File: src/rtl/rv32m_muldiv_if.sv
// Handshake/operand bundle between the execute stage and the RV32M unit.
interface rv32m_muldiv_if #(
  parameter int XLEN = 32,
  parameter int RD_W = 5
);
  logic            start;
  logic [2:0]      funct3;
  logic [XLEN-1:0] rs1_dat;
  logic [XLEN-1:0] rs2_dat;
  logic [RD_W-1:0] rd_addr_in;
  logic            kill;
  logic            busy;
  logic            done;
  logic [XLEN-1:0] result;
  logic [RD_W-1:0] rd_addr_out;

  modport master (
    output start, funct3, rs1_dat, rs2_dat,
    output rd_addr_in, kill,
    input  busy, done, result, rd_addr_out
  );

  modport slave (
    input  start, funct3, rs1_dat, rs2_dat,
    input  rd_addr_in, kill,
    output busy, done, result, rd_addr_out
  );
endinterface

File: src/rtl/rv32m_muldiv_unit.sv
// Iterative RV32M multiply/divide unit: radix-2 shift-add
// multiply and restoring divide, 32 iterations, one op in flight.
module rv32m_muldiv_unit #(
  parameter int XLEN = 32,
  parameter int RD_W = 5
) (
  input  logic           clk,
  input  logic           rst_n,
  rv32m_muldiv_if.slave  io
);

  typedef enum logic [1:0] {
    IDLE,
    CALC,
    DONE
  } state_e;

  localparam logic [XLEN-1:0] MIN_NEG =
    {1'b1, {(XLEN-1){1'b0}}};

  state_e          state_q;
  logic [4:0]      cnt_q;
  logic [2:0]      f3_q;
  logic            neg_q;
  logic [XLEN-1:0] m_q;
  logic [XLEN-1:0] hi_q;
  logic [XLEN-1:0] lo_q;
  logic [RD_W-1:0] rdp_q;
  logic [RD_W-1:0] rd_q;
  logic [XLEN-1:0] res_q;

  logic            a_sgn;
  logic            b_sgn;
  logic            sa;
  logic            sb;
  logic [XLEN-1:0] mag_a;
  logic [XLEN-1:0] mag_b;
  logic            div0;
  logic            ovf;
  logic [XLEN-1:0] spec_res;
  logic            neg_d;

  logic [XLEN:0]     sum;
  logic [XLEN:0]     rem;
  logic              ge;
  logic [XLEN-1:0]   hi_d;
  logic [XLEN-1:0]   lo_d;
  logic [2*XLEN-1:0] prod_s;
  logic [XLEN-1:0]   quo_s;
  logic [XLEN-1:0]   rem_s;
  logic [XLEN-1:0]   res_fin;

  assign io.busy        = (state_q != IDLE);
  assign io.done        = (state_q == DONE);
  assign io.result      = res_q;
  assign io.rd_addr_out = rd_q;

  // Operand decode at accept
  always_comb begin
    a_sgn = io.funct3[2] ? !io.funct3[0]
                         : (io.funct3[1:0] != 2'b11);
    b_sgn = io.funct3[2] ? !io.funct3[0]
                         : !io.funct3[1];
    sa    = a_sgn & io.rs1_dat[XLEN-1];
    sb    = b_sgn & io.rs2_dat[XLEN-1];
    mag_a = sa ? (~io.rs1_dat + 1'b1) : io.rs1_dat;
    mag_b = sb ? (~io.rs2_dat + 1'b1) : io.rs2_dat;
    div0  = io.funct3[2] && (io.rs2_dat == '0);
    ovf   = io.funct3[2] && !io.funct3[0]
            && (io.rs1_dat == MIN_NEG)
            && (io.rs2_dat == '1);
    spec_res = '0;
    if (div0)
      spec_res = io.funct3[1] ? io.rs1_dat : '1;
    else if (ovf)
      spec_res = io.funct3[1] ? '0 : MIN_NEG;
    // Remainder takes the dividend sign only
    neg_d = (io.funct3[2] && io.funct3[1])
            ? sa : (sa ^ sb);
  end

  // One iteration of the shared datapath
  always_comb begin
    sum  = '0;
    rem  = '0;
    ge   = 1'b0;
    hi_d = hi_q;
    lo_d = lo_q;
    if (f3_q[2]) begin
      rem  = {hi_q, lo_q[XLEN-1]};
      ge   = (rem >= {1'b0, m_q});
      hi_d = ge ? (rem[XLEN-1:0] - m_q)
                : rem[XLEN-1:0];
      lo_d = {lo_q[XLEN-2:0], ge};
    end else begin
      sum  = {1'b0, hi_q}
             + (lo_q[0] ? {1'b0, m_q} : '0);
      hi_d = sum[XLEN:1];
      lo_d = {sum[0], lo_q[XLEN-1:1]};
    end
  end

  // Sign correction on the final iteration
  always_comb begin
    prod_s = neg_q ? (~{hi_d, lo_d} + 1'b1)
                   : {hi_d, lo_d};
    quo_s  = neg_q ? (~lo_d + 1'b1) : lo_d;
    rem_s  = neg_q ? (~hi_d + 1'b1) : hi_d;
    res_fin = '0;
    unique case (1'b1)
      (f3_q == 3'b000):
        res_fin = prod_s[XLEN-1:0];
      (!f3_q[2] && (f3_q != 3'b000)):
        res_fin = prod_s[2*XLEN-1:XLEN];
      (f3_q[2] && !f3_q[1]):
        res_fin = quo_s;
      (f3_q[2] && f3_q[1]):
        res_fin = rem_s;
      default:
        res_fin = '0;
    endcase
  end

  always_ff @(posedge clk or negedge rst_n) begin
    if (!rst_n) begin
      state_q <= IDLE;
      cnt_q   <= '0;
      f3_q    <= '0;
      neg_q   <= 1'b0;
      m_q     <= '0;
      hi_q    <= '0;
      lo_q    <= '0;
      rdp_q   <= '0;
      rd_q    <= '0;
      res_q   <= '0;
    end else if (io.kill) begin
      state_q <= IDLE;
      cnt_q   <= '0;
    end else begin
      unique case (state_q)
        IDLE: begin
          if (io.start) begin
            f3_q  <= io.funct3;
            neg_q <= neg_d;
            rdp_q <= io.rd_addr_in;
            cnt_q <= '0;
            hi_q  <= '0;
            m_q   <= io.funct3[2] ? mag_b : mag_a;
            lo_q  <= io.funct3[2] ? mag_a : mag_b;
            if (div0 || ovf) begin
              res_q   <= spec_res;
              rd_q    <= io.rd_addr_in;
              state_q <= DONE;
            end else begin
              state_q <= CALC;
            end
          end
        end
        CALC: begin
          hi_q  <= hi_d;
          lo_q  <= lo_d;
          cnt_q <= cnt_q + 5'd1;
          if (cnt_q == 5'd31) begin
            res_q   <= res_fin;
            rd_q    <= rdp_q;
            state_q <= DONE;
          end
        end
        DONE: begin
          state_q <= IDLE;
        end
        default: begin
          state_q <= IDLE;
        end
      endcase
    end
  end

endmodule

File: src/flat_wrapper.sv
// flat-port wrapper written by rule: the top's interface ports become plain ports
module rv32m_muldiv_unit_flat 
#(
  parameter int XLEN = 32,
  parameter int RD_W = 5
)
  (clk, rst_n, io_start, io_funct3, io_rs1_dat, io_rs2_dat, io_rd_addr_in, io_kill, io_busy, io_done, io_result, io_rd_addr_out);
  rv32m_muldiv_if #(.XLEN(XLEN), .RD_W(RD_W)) io_i ();
  input  logic clk;
  input  logic rst_n;
  input wire logic [$bits(io_i.start)-1:0] io_start;
  input wire logic [$bits(io_i.funct3)-1:0] io_funct3;
  input wire logic [$bits(io_i.rs1_dat)-1:0] io_rs1_dat;
  input wire logic [$bits(io_i.rs2_dat)-1:0] io_rs2_dat;
  input wire logic [$bits(io_i.rd_addr_in)-1:0] io_rd_addr_in;
  input wire logic [$bits(io_i.kill)-1:0] io_kill;
  output wire logic [$bits(io_i.busy)-1:0] io_busy;
  output wire logic [$bits(io_i.done)-1:0] io_done;
  output wire logic [$bits(io_i.result)-1:0] io_result;
  output wire logic [$bits(io_i.rd_addr_out)-1:0] io_rd_addr_out;
  assign io_i.start = io_start;
  assign io_i.funct3 = io_funct3;
  assign io_i.rs1_dat = io_rs1_dat;
  assign io_i.rs2_dat = io_rs2_dat;
  assign io_i.rd_addr_in = io_rd_addr_in;
  assign io_i.kill = io_kill;
  assign io_busy = io_i.busy;
  assign io_done = io_i.done;
  assign io_result = io_i.result;
  assign io_rd_addr_out = io_i.rd_addr_out;
  rv32m_muldiv_unit #(.XLEN(XLEN), .RD_W(RD_W)) u_core (.clk(clk), .rst_n(rst_n), .io(io_i));
endmodule
File: config.mk
export PLATFORM = sky130hd
export DESIGN_NAME = rv32m_muldiv_unit_flat
export DESIGN_NICKNAME = d
export VERILOG_FILES = /design/src/rtl/rv32m_muldiv_if.sv /design/src/rtl/rv32m_muldiv_unit.sv /design/src/flat_wrapper.sv
export SDC_FILE = /design/constraint.sdc
export NUM_CORES = 1
export LEC_CHECK = 0
export ABC_AREA = 1
export CORE_AREA = 2 2 200 202
export CTS_CLUSTER_SIZE = 8
export DETAILED_ROUTE_END_ITERATION = 8
export DIE_AREA = 0 0 202 204
export DONT_BUFFER_PORTS = 1
export GPL_ROUTABILITY_DRIVEN = 0
export SLEW_MARGIN = 15
export SYNTH_ARGS = -nofsm -noshare
export SYNTH_HDL_FRONTEND = slang
export SYNTH_SLANG_ARGS = --single-unit
File: constraint.sdc
create_clock -name clk -period 4.7 [get_ports clk]
set_input_delay 0 -clock clk [delete_from_list [all_inputs] [get_ports clk]]
set_output_delay 0 -clock clk [all_outputs]
set_load 0.02 [all_outputs]
# Yosys cells after proc, flatten, opt, wreduce, memory -nomap -nowiden

Index checks and enable logic that the tools add are counted.

Flip-flop bits (word level): 149
Input bits: 76
Output and inout bits: 39

Bitwise logic cells: 9
Reductions and logical operators: 25
$add $sub $neg: 8
Multiplexer cells: 39
Equal/unequal tests: 11
$lt $le $gt $ge: 1

Operators with widths:

| cell                                           | number |
|---|---|
| 2-to-1 mux 32 bit                              | 19 |
| one-hot mux 32 bit (2 select lines)            | 3 |
| adder 32 x 1 -> 32 bit (second input constant) | 4 |
| NOT 32 bit                                     | 4 |
| one-hot mux 32 bit (4 select lines)            | 1 |
| adder 64 x 1 -> 64 bit (second input constant) | 1 |
| == test 32 bit (second input constant)         | 2 |
| 2-to-1 mux 64 bit                              | 1 |
| NOT 64 bit                                     | 1 |
| adder 32 x 33 -> 33 bit                        | 1 |
| greater-or-equal comparator 33 x 32 -> 1 bit   | 1 |
| zero test 32 bit                               | 1 |
| subtractor 32 bit                              | 1 |
| 2-to-1 mux 5 bit                               | 5 |
| one-hot mux 5 bit (2 select lines)             | 2 |
| logical AND 1 bit                              | 8 |
| 2-to-1 mux 2 bit                               | 4 |
| AND reduction 3 bit                            | 2 |
| nonzero test 3 bit                             | 2 |
| adder 5 x 1 -> 5 bit (second input constant)   | 1 |
| == test 5 bit (second input constant)          | 1 |
| AND reduction 5 bit                            | 1 |
| zero test 1 bit                                | 4 |
| != test 2 x 1 -> 1 bit (second input constant) | 2 |
| other kinds (15)                               | 21 |

# Longest topological paths before layout

Word-level depth: 9
Mapped depth: 32
Mapped depth without buffers: 30

# Least setup slack after synthesis

OpenSTA, ideal clock, no wires.

Path type: reg2reg
Start point: register u_core.hi_q[18]
End point: register u_core.res_q[2], in the netlist u_core.io.result[2]
Path buffers: 1
Slack: 938 ps
Cell stages (with the launch flop): 26
Arrival: 3641 ps
Cell sequence: dfrtp_1 > ha_1 > nand2_1 > inv_2 > nand2_1 > nand2_1 > a21oi_2 > nor2_2 > nor2_8 > buf_6 > nand3_2 > o21ai_4 > ha_1 > inv_1 > nor3_2 > nand2_1 > nor2_2 > nand4_2 > nor2_1 > nand3_2 > o21ai_4 > nor2_1 > or2_0 > o21ai_1 > nand3_1 > a22o_1

Cells in the longest elaborated chain, start to end: 9
Elaborated cells between the ends (all ways): 16
Classes of those cells: add/sub: 3; order compare: 1; mux: 9; bitwise: 3

Ends and longest elaborated chain:

| element                                                          | line                                               | text |
|---|---|---|
| start: declaration                                               | rv32m_muldiv_unit.sv:26                            | `logic [XLEN-1:0] hi_q;` |
| start signal: assignment                                         | rv32m_muldiv_unit.sv:160                           | `hi_q <= hi_d;` |
| greater-or-equal comparator 33 x 32 -> 1 bit *                   | rv32m_muldiv_unit.sv:91                            | `ge = (rem >= {1'b0, m_q});` |
| 2-to-1 mux 32 bit                                                | rv32m_muldiv_unit.sv:92                            | `hi_d = ge ? (rem[XLEN-1:0] - m_q)` |
| 2-to-1 mux 32 bit                                                | rv32m_muldiv_unit.sv:89                            | `if (f3_q[2]) begin` |
| NOT 64 bit or NOT 32 bit (tied branches)                         | rv32m_muldiv_unit.sv:105, rv32m_muldiv_unit.sv:108 |  |
| adder 64 x 1 -> 64 bit or adder 32 x 1 -> 32 bit (tied branches) | rv32m_muldiv_unit.sv:105, rv32m_muldiv_unit.sv:108 |  |
| 2-to-1 mux 64 bit or 2-to-1 mux 32 bit (tied branches)           | rv32m_muldiv_unit.sv:105, rv32m_muldiv_unit.sv:108 |  |
| one-hot mux 32 bit (4 select lines) *                            | rv32m_muldiv_unit.sv:110                           | `unique case (1'b1)` |
| 2-to-1 mux 32 bit *                                              | rv32m_muldiv_unit.sv:163                           | `if (cnt_q == 5'd31) begin` |
| one-hot mux 32 bit (2 select lines) *                            | rv32m_muldiv_unit.sv:140                           | `unique case (state_q)` |
| end signal: assignment                                           | rv32m_muldiv_unit.sv:151                           | `res_q <= spec_res;` |
| end signal: assignment                                           | rv32m_muldiv_unit.sv:164                           | `res_q <= res_fin;` |
| end: declaration                                                 | rv32m_muldiv_unit.sv:30                            | `logic [XLEN-1:0] res_q;` |

Every way passes the cells marked *; elsewhere a longest branch is shown, timed or not. The select of a mux whose other input is x is not followed.
A chain may end at the register's enable or synchronous reset.

# Worst setup path after layout

Start point: register u_core.m_q[0]
End point: register u_core.res_q[29], in the netlist u_core.io.result[29]

Cells in the longest elaborated chain, start to end: 9
Elaborated cells between the ends (all ways): 19
Classes of those cells: add/sub: 5; order compare: 1; mux: 10; bitwise: 3

Ends and longest elaborated chain:

| element                                                          | line                                               | text |
|---|---|---|
| start: declaration                                               | rv32m_muldiv_unit.sv:25                            | `logic [XLEN-1:0] m_q;` |
| start signal: assignment                                         | rv32m_muldiv_unit.sv:148                           | `m_q <= io.funct3[2] ? mag_b : mag_a;` |
| 2-to-1 mux 32 bit, or another cell as far along                  | rv32m_muldiv_unit.sv:97                            | `+ (lo_q[0] ? {1'b0, m_q} : '0);` |
| adder 32 x 33 -> 33 bit or 2-to-1 mux 32 bit (tied branches)     | rv32m_muldiv_unit.sv:97, rv32m_muldiv_unit.sv:92   |  |
| 2-to-1 mux 32 bit                                                | rv32m_muldiv_unit.sv:89                            |  |
| NOT 64 bit or NOT 32 bit (tied branches)                         | rv32m_muldiv_unit.sv:105, rv32m_muldiv_unit.sv:108 |  |
| adder 64 x 1 -> 64 bit or adder 32 x 1 -> 32 bit (tied branches) | rv32m_muldiv_unit.sv:105, rv32m_muldiv_unit.sv:108 |  |
| 2-to-1 mux 64 bit or 2-to-1 mux 32 bit (tied branches)           | rv32m_muldiv_unit.sv:105, rv32m_muldiv_unit.sv:108 |  |
| one-hot mux 32 bit (4 select lines) *                            | rv32m_muldiv_unit.sv:110                           |  |
| 2-to-1 mux 32 bit *                                              | rv32m_muldiv_unit.sv:163                           |  |
| one-hot mux 32 bit (2 select lines) *                            | rv32m_muldiv_unit.sv:140                           |  |

Marks and branches as above.

==> flow_summary_export.csv <==
group,metric,value,unit
die,die_h,204,um
global_routing,grt_pass1_vias,20275,
setup_path,cp_max_fo,4,
layout,fin_cells,3699,
die,start_util,46.52,%
setup_path,crit_arrival,4.77,ns
clock_tree,numCtsBuffers,17,
drt,wl,83430,um
global_routing,grt_pass1_wl,124400,um
drt,final_antenna_net_count,0,
layout,drive_gt1_share,6.301,%
yosys,syn_inst,3140,
layout,n_antenna_cell,0,
drt,wl_per_cell,22.56,um
yosys,async_flop_share,100.0,%
setup_path,crit_path_end_kind,"register",
clock_tree,ctsRootBufferMaster,"clkbuf_16",
clock_tree,cts-htree-levels,4,
sta,drv_slew,0,
setup_path,slowest_delay,0.49,ns
sta,finalSetupViolations,0,
drt,wl_met1,32130,um
drt,dr_wl_met3,10230,um
global_routing,grt_max_degree,150,
place,port_buffers,0,
layout,n_fill_cell,4115,
clock_tree,cts.clk_slew.worst_paths,0.07,ns
drt,dr.max_layer_used,"met5",
sta,fin_setup_tns,0,ns
global_routing,antenna_found_initial,2,
clock_tree,clock-sinks,149,
sta,max_freq,226.3,MHz
place,dp_slack,0.3226,ns
sta,finalHoldViolCount,0,
clock_tree,tritoncts,"done",
sta,fin_crit_sh,94.01,%
setup_path,slowest_stage,"fa_1",
layout,syn_to_final_growth,10.04,%
yosys,synth_flop_cell,"dfrtp_1",
die,pin_count,115,
sta,tightest_slew,1.045,ns
layout,fin_nets,3310,
clock_tree,insertion_delay,0.46,ns
setup_path,cp_common_cell,"nand2_1",
drt,via_per_inst,5.983,
yosys,ys_ff_latch,149,
global_routing,grtUsageTotal,40.08,%
worst_hold_path,hold_path.class,"input pin to register",
place,dpl.cell_count,3594,
sta,rsz0062_at_grt,"no",
die,design.core.area,39180,um2
drt,vias,22132,
setup_path,r2r_cells,28,
setup_path,critPathRequiredTime,5.05,ns
sta,maxSlewHeadroom,30.10,%
sta,worst_slack,0.2815,ns
die,die_area,41210,um2
yosys,ys_types,60,
drt,first_iter_violations,3038,
setup_path,crit_type,"register to register",
setup_path,cp-start-kind,"register",
yosys,synth_top_area_cell,"nand2_1",
run,maxCapViolCount,0,
drt,routed-wl-met2,34200,um
drt,drc,0,
place,dp_hpwl,66330,um
yosys,synth_edf_count,0,
sta,fin_crit,4.419,ns
drt,detail_route.first_pass.iterations,8,
run_status,run_status,"finished clean",
yosys,netlist_top_cells_area,"nand2_1 21%, dfrtp_1 20%, inv_1 8.6%",
yosys,synth_top_area_share,20.55,%
die,die_w,202,um
yosys,syn_area_per_cell,5.806,um2
clock_tree,cts_buffer_depth,2,
worst_hold_path,whs_path_depth,4,
yosys,yosys_warnings,0,
sta,fin_worst_skew,0.01008,ns
yosys,syn_area,18230,um2
yosys,yosysSeqAreaShare,20.45,%
die,rows,73,
global_routing,grt_overflow,0,
yosys,synthesis.nets,3289,
-- final cells by class --
class	instances	area (um2)	area share (%)
multi-input combinational	2432	12300	61.33
tap	525	656.9	3.274
inverter	443	1663	8.289
timing repair buffer	118	1112	5.545
sequential	149	3735	18.62
clock buffer	19	432.9	2.158
clock inverter	13	157.7	0.7859
-- critical path, delay by kind of cell (launching register included) --
| family | cells | cell delay [ns] |
|---|---|---|
| AND/OR/NAND/NOR | 20 | 2.18 |
| adder cells (fa/ha/maj) | 2 | 0.83 |
| flip-flops | 1 | 0.40 |
| buffers and inverters | 4 | 0.49 |
| AO/OA/AOI/OAI | 2 | 0.38 |
-- state kept, by name, summed over array words and instances, names as in the netlist --
signal and count:
u_core.cnt_q 5, u_core.f3_q 3, u_core.hi_q 32, u_core.io.rd_addr_out 5, u_core.io.result 32, u_core.lo_q 32
u_core.m_q 32, u_core.neg_q 1, u_core.rdp_q 5, u_core.state_q 2
-- kinds of logic after synthesis --
kind of cell,Yosys count,share of synthesized area (%)
adders and majority gates,73,5.093
and+or+nand+nor,1746,41.48
AOI/OAI and AO/OA,511,15.83
xor gates and xnor gates,102,4.900
DFF,149,20.45
buffers and inverters,559,12.24
-- cell usage in the layout, fill, tap and decap left out, drive strengths merged, types with 14 or more instances in the layout --
cell type,Yosys,layout
a21oi,145,145
buf,40,47
clkbuf,76,19
dfrtp,149,149
dlygate4sd3,0,71
ha,71,71
inv,440,441
nand2,1021,1021
nand3,304,304
nand3b,14,14
nand4,48,48
nor2,300,300
nor3,39,39
o211ai,25,25
o21ai,250,250
o221ai,18,18
o22ai,26,26
xnor2,28,28
xor2,74,74
-- routing by layer --
metal,vias up,GRT usage [%]
li1,10180,-
met1,10196,50.83
met2,1465,59.22
met3,289,10.17
met4,2,28.78
met5,-,0
-- Yosys cell counts (all sizes together) (39+ instances only) --
master / number
dfrtp: 149
nand3: 304
nand2: 1021
clkbuf: 76
nor3: 39
xor2: 74
nor2: 300
o21ai: 250
buf: 40
a21oi: 145
ha: 71
nand4: 48
inv: 440
-- through the flow --
stage	utilization (%)	hold slack [ns]	instance area, um2
2_1_floorplan	-	-0.2956	18230
3_3_place_gp	47.75	-0.2807	18710
3_5_place_dp	47.75	-0.2805	18710
4_1_cts	51.14	0.001310	20040
5_1_grt	51.20	0.01406	20060
6_report	51.20	0.02026	20060
-- worst paths after layout --
path	slack (ns)	to	startpoint
min reg2reg	0.49	u_core.rdp_q[2]$_DFFE_PN0P_	u_core.rdp_q[2]$_DFFE_PN0P_
max	0.28	u_core.io.result[29]$_DFFE_PN0P_	u_core.m_q[0]$_DFFE_PN0P_
max reg2reg	0.28	u_core.io.result[29]$_DFFE_PN0P_	u_core.m_q[0]$_DFFE_PN0P_
max in group asynchronous	3.74	u_core.neg_q$_DFFE_PN0P_	rst_n
min in group asynchronous	0.16	u_core.hi_q[22]$_DFFE_PN0P_	rst_n
min	0.02	u_core.m_q[24]$_DFFE_PN0P_	io_rs1_dat[24]
-- what timing repair did --
| action | 4_1_cts | 5_1_grt |
|---|---|---|
| hold endpoints to repair | 220 | 0 |
| buffers inserted | 0 | 1 |
| hold buffers | 72 | 0 |
| gates resized for setup | 0 | 4 |
| setup endpoints to repair | 0 | 17 |
Power is not shown: default switching activity piles up to over one toggle a cycle in this logic, so the estimate is an artifact.
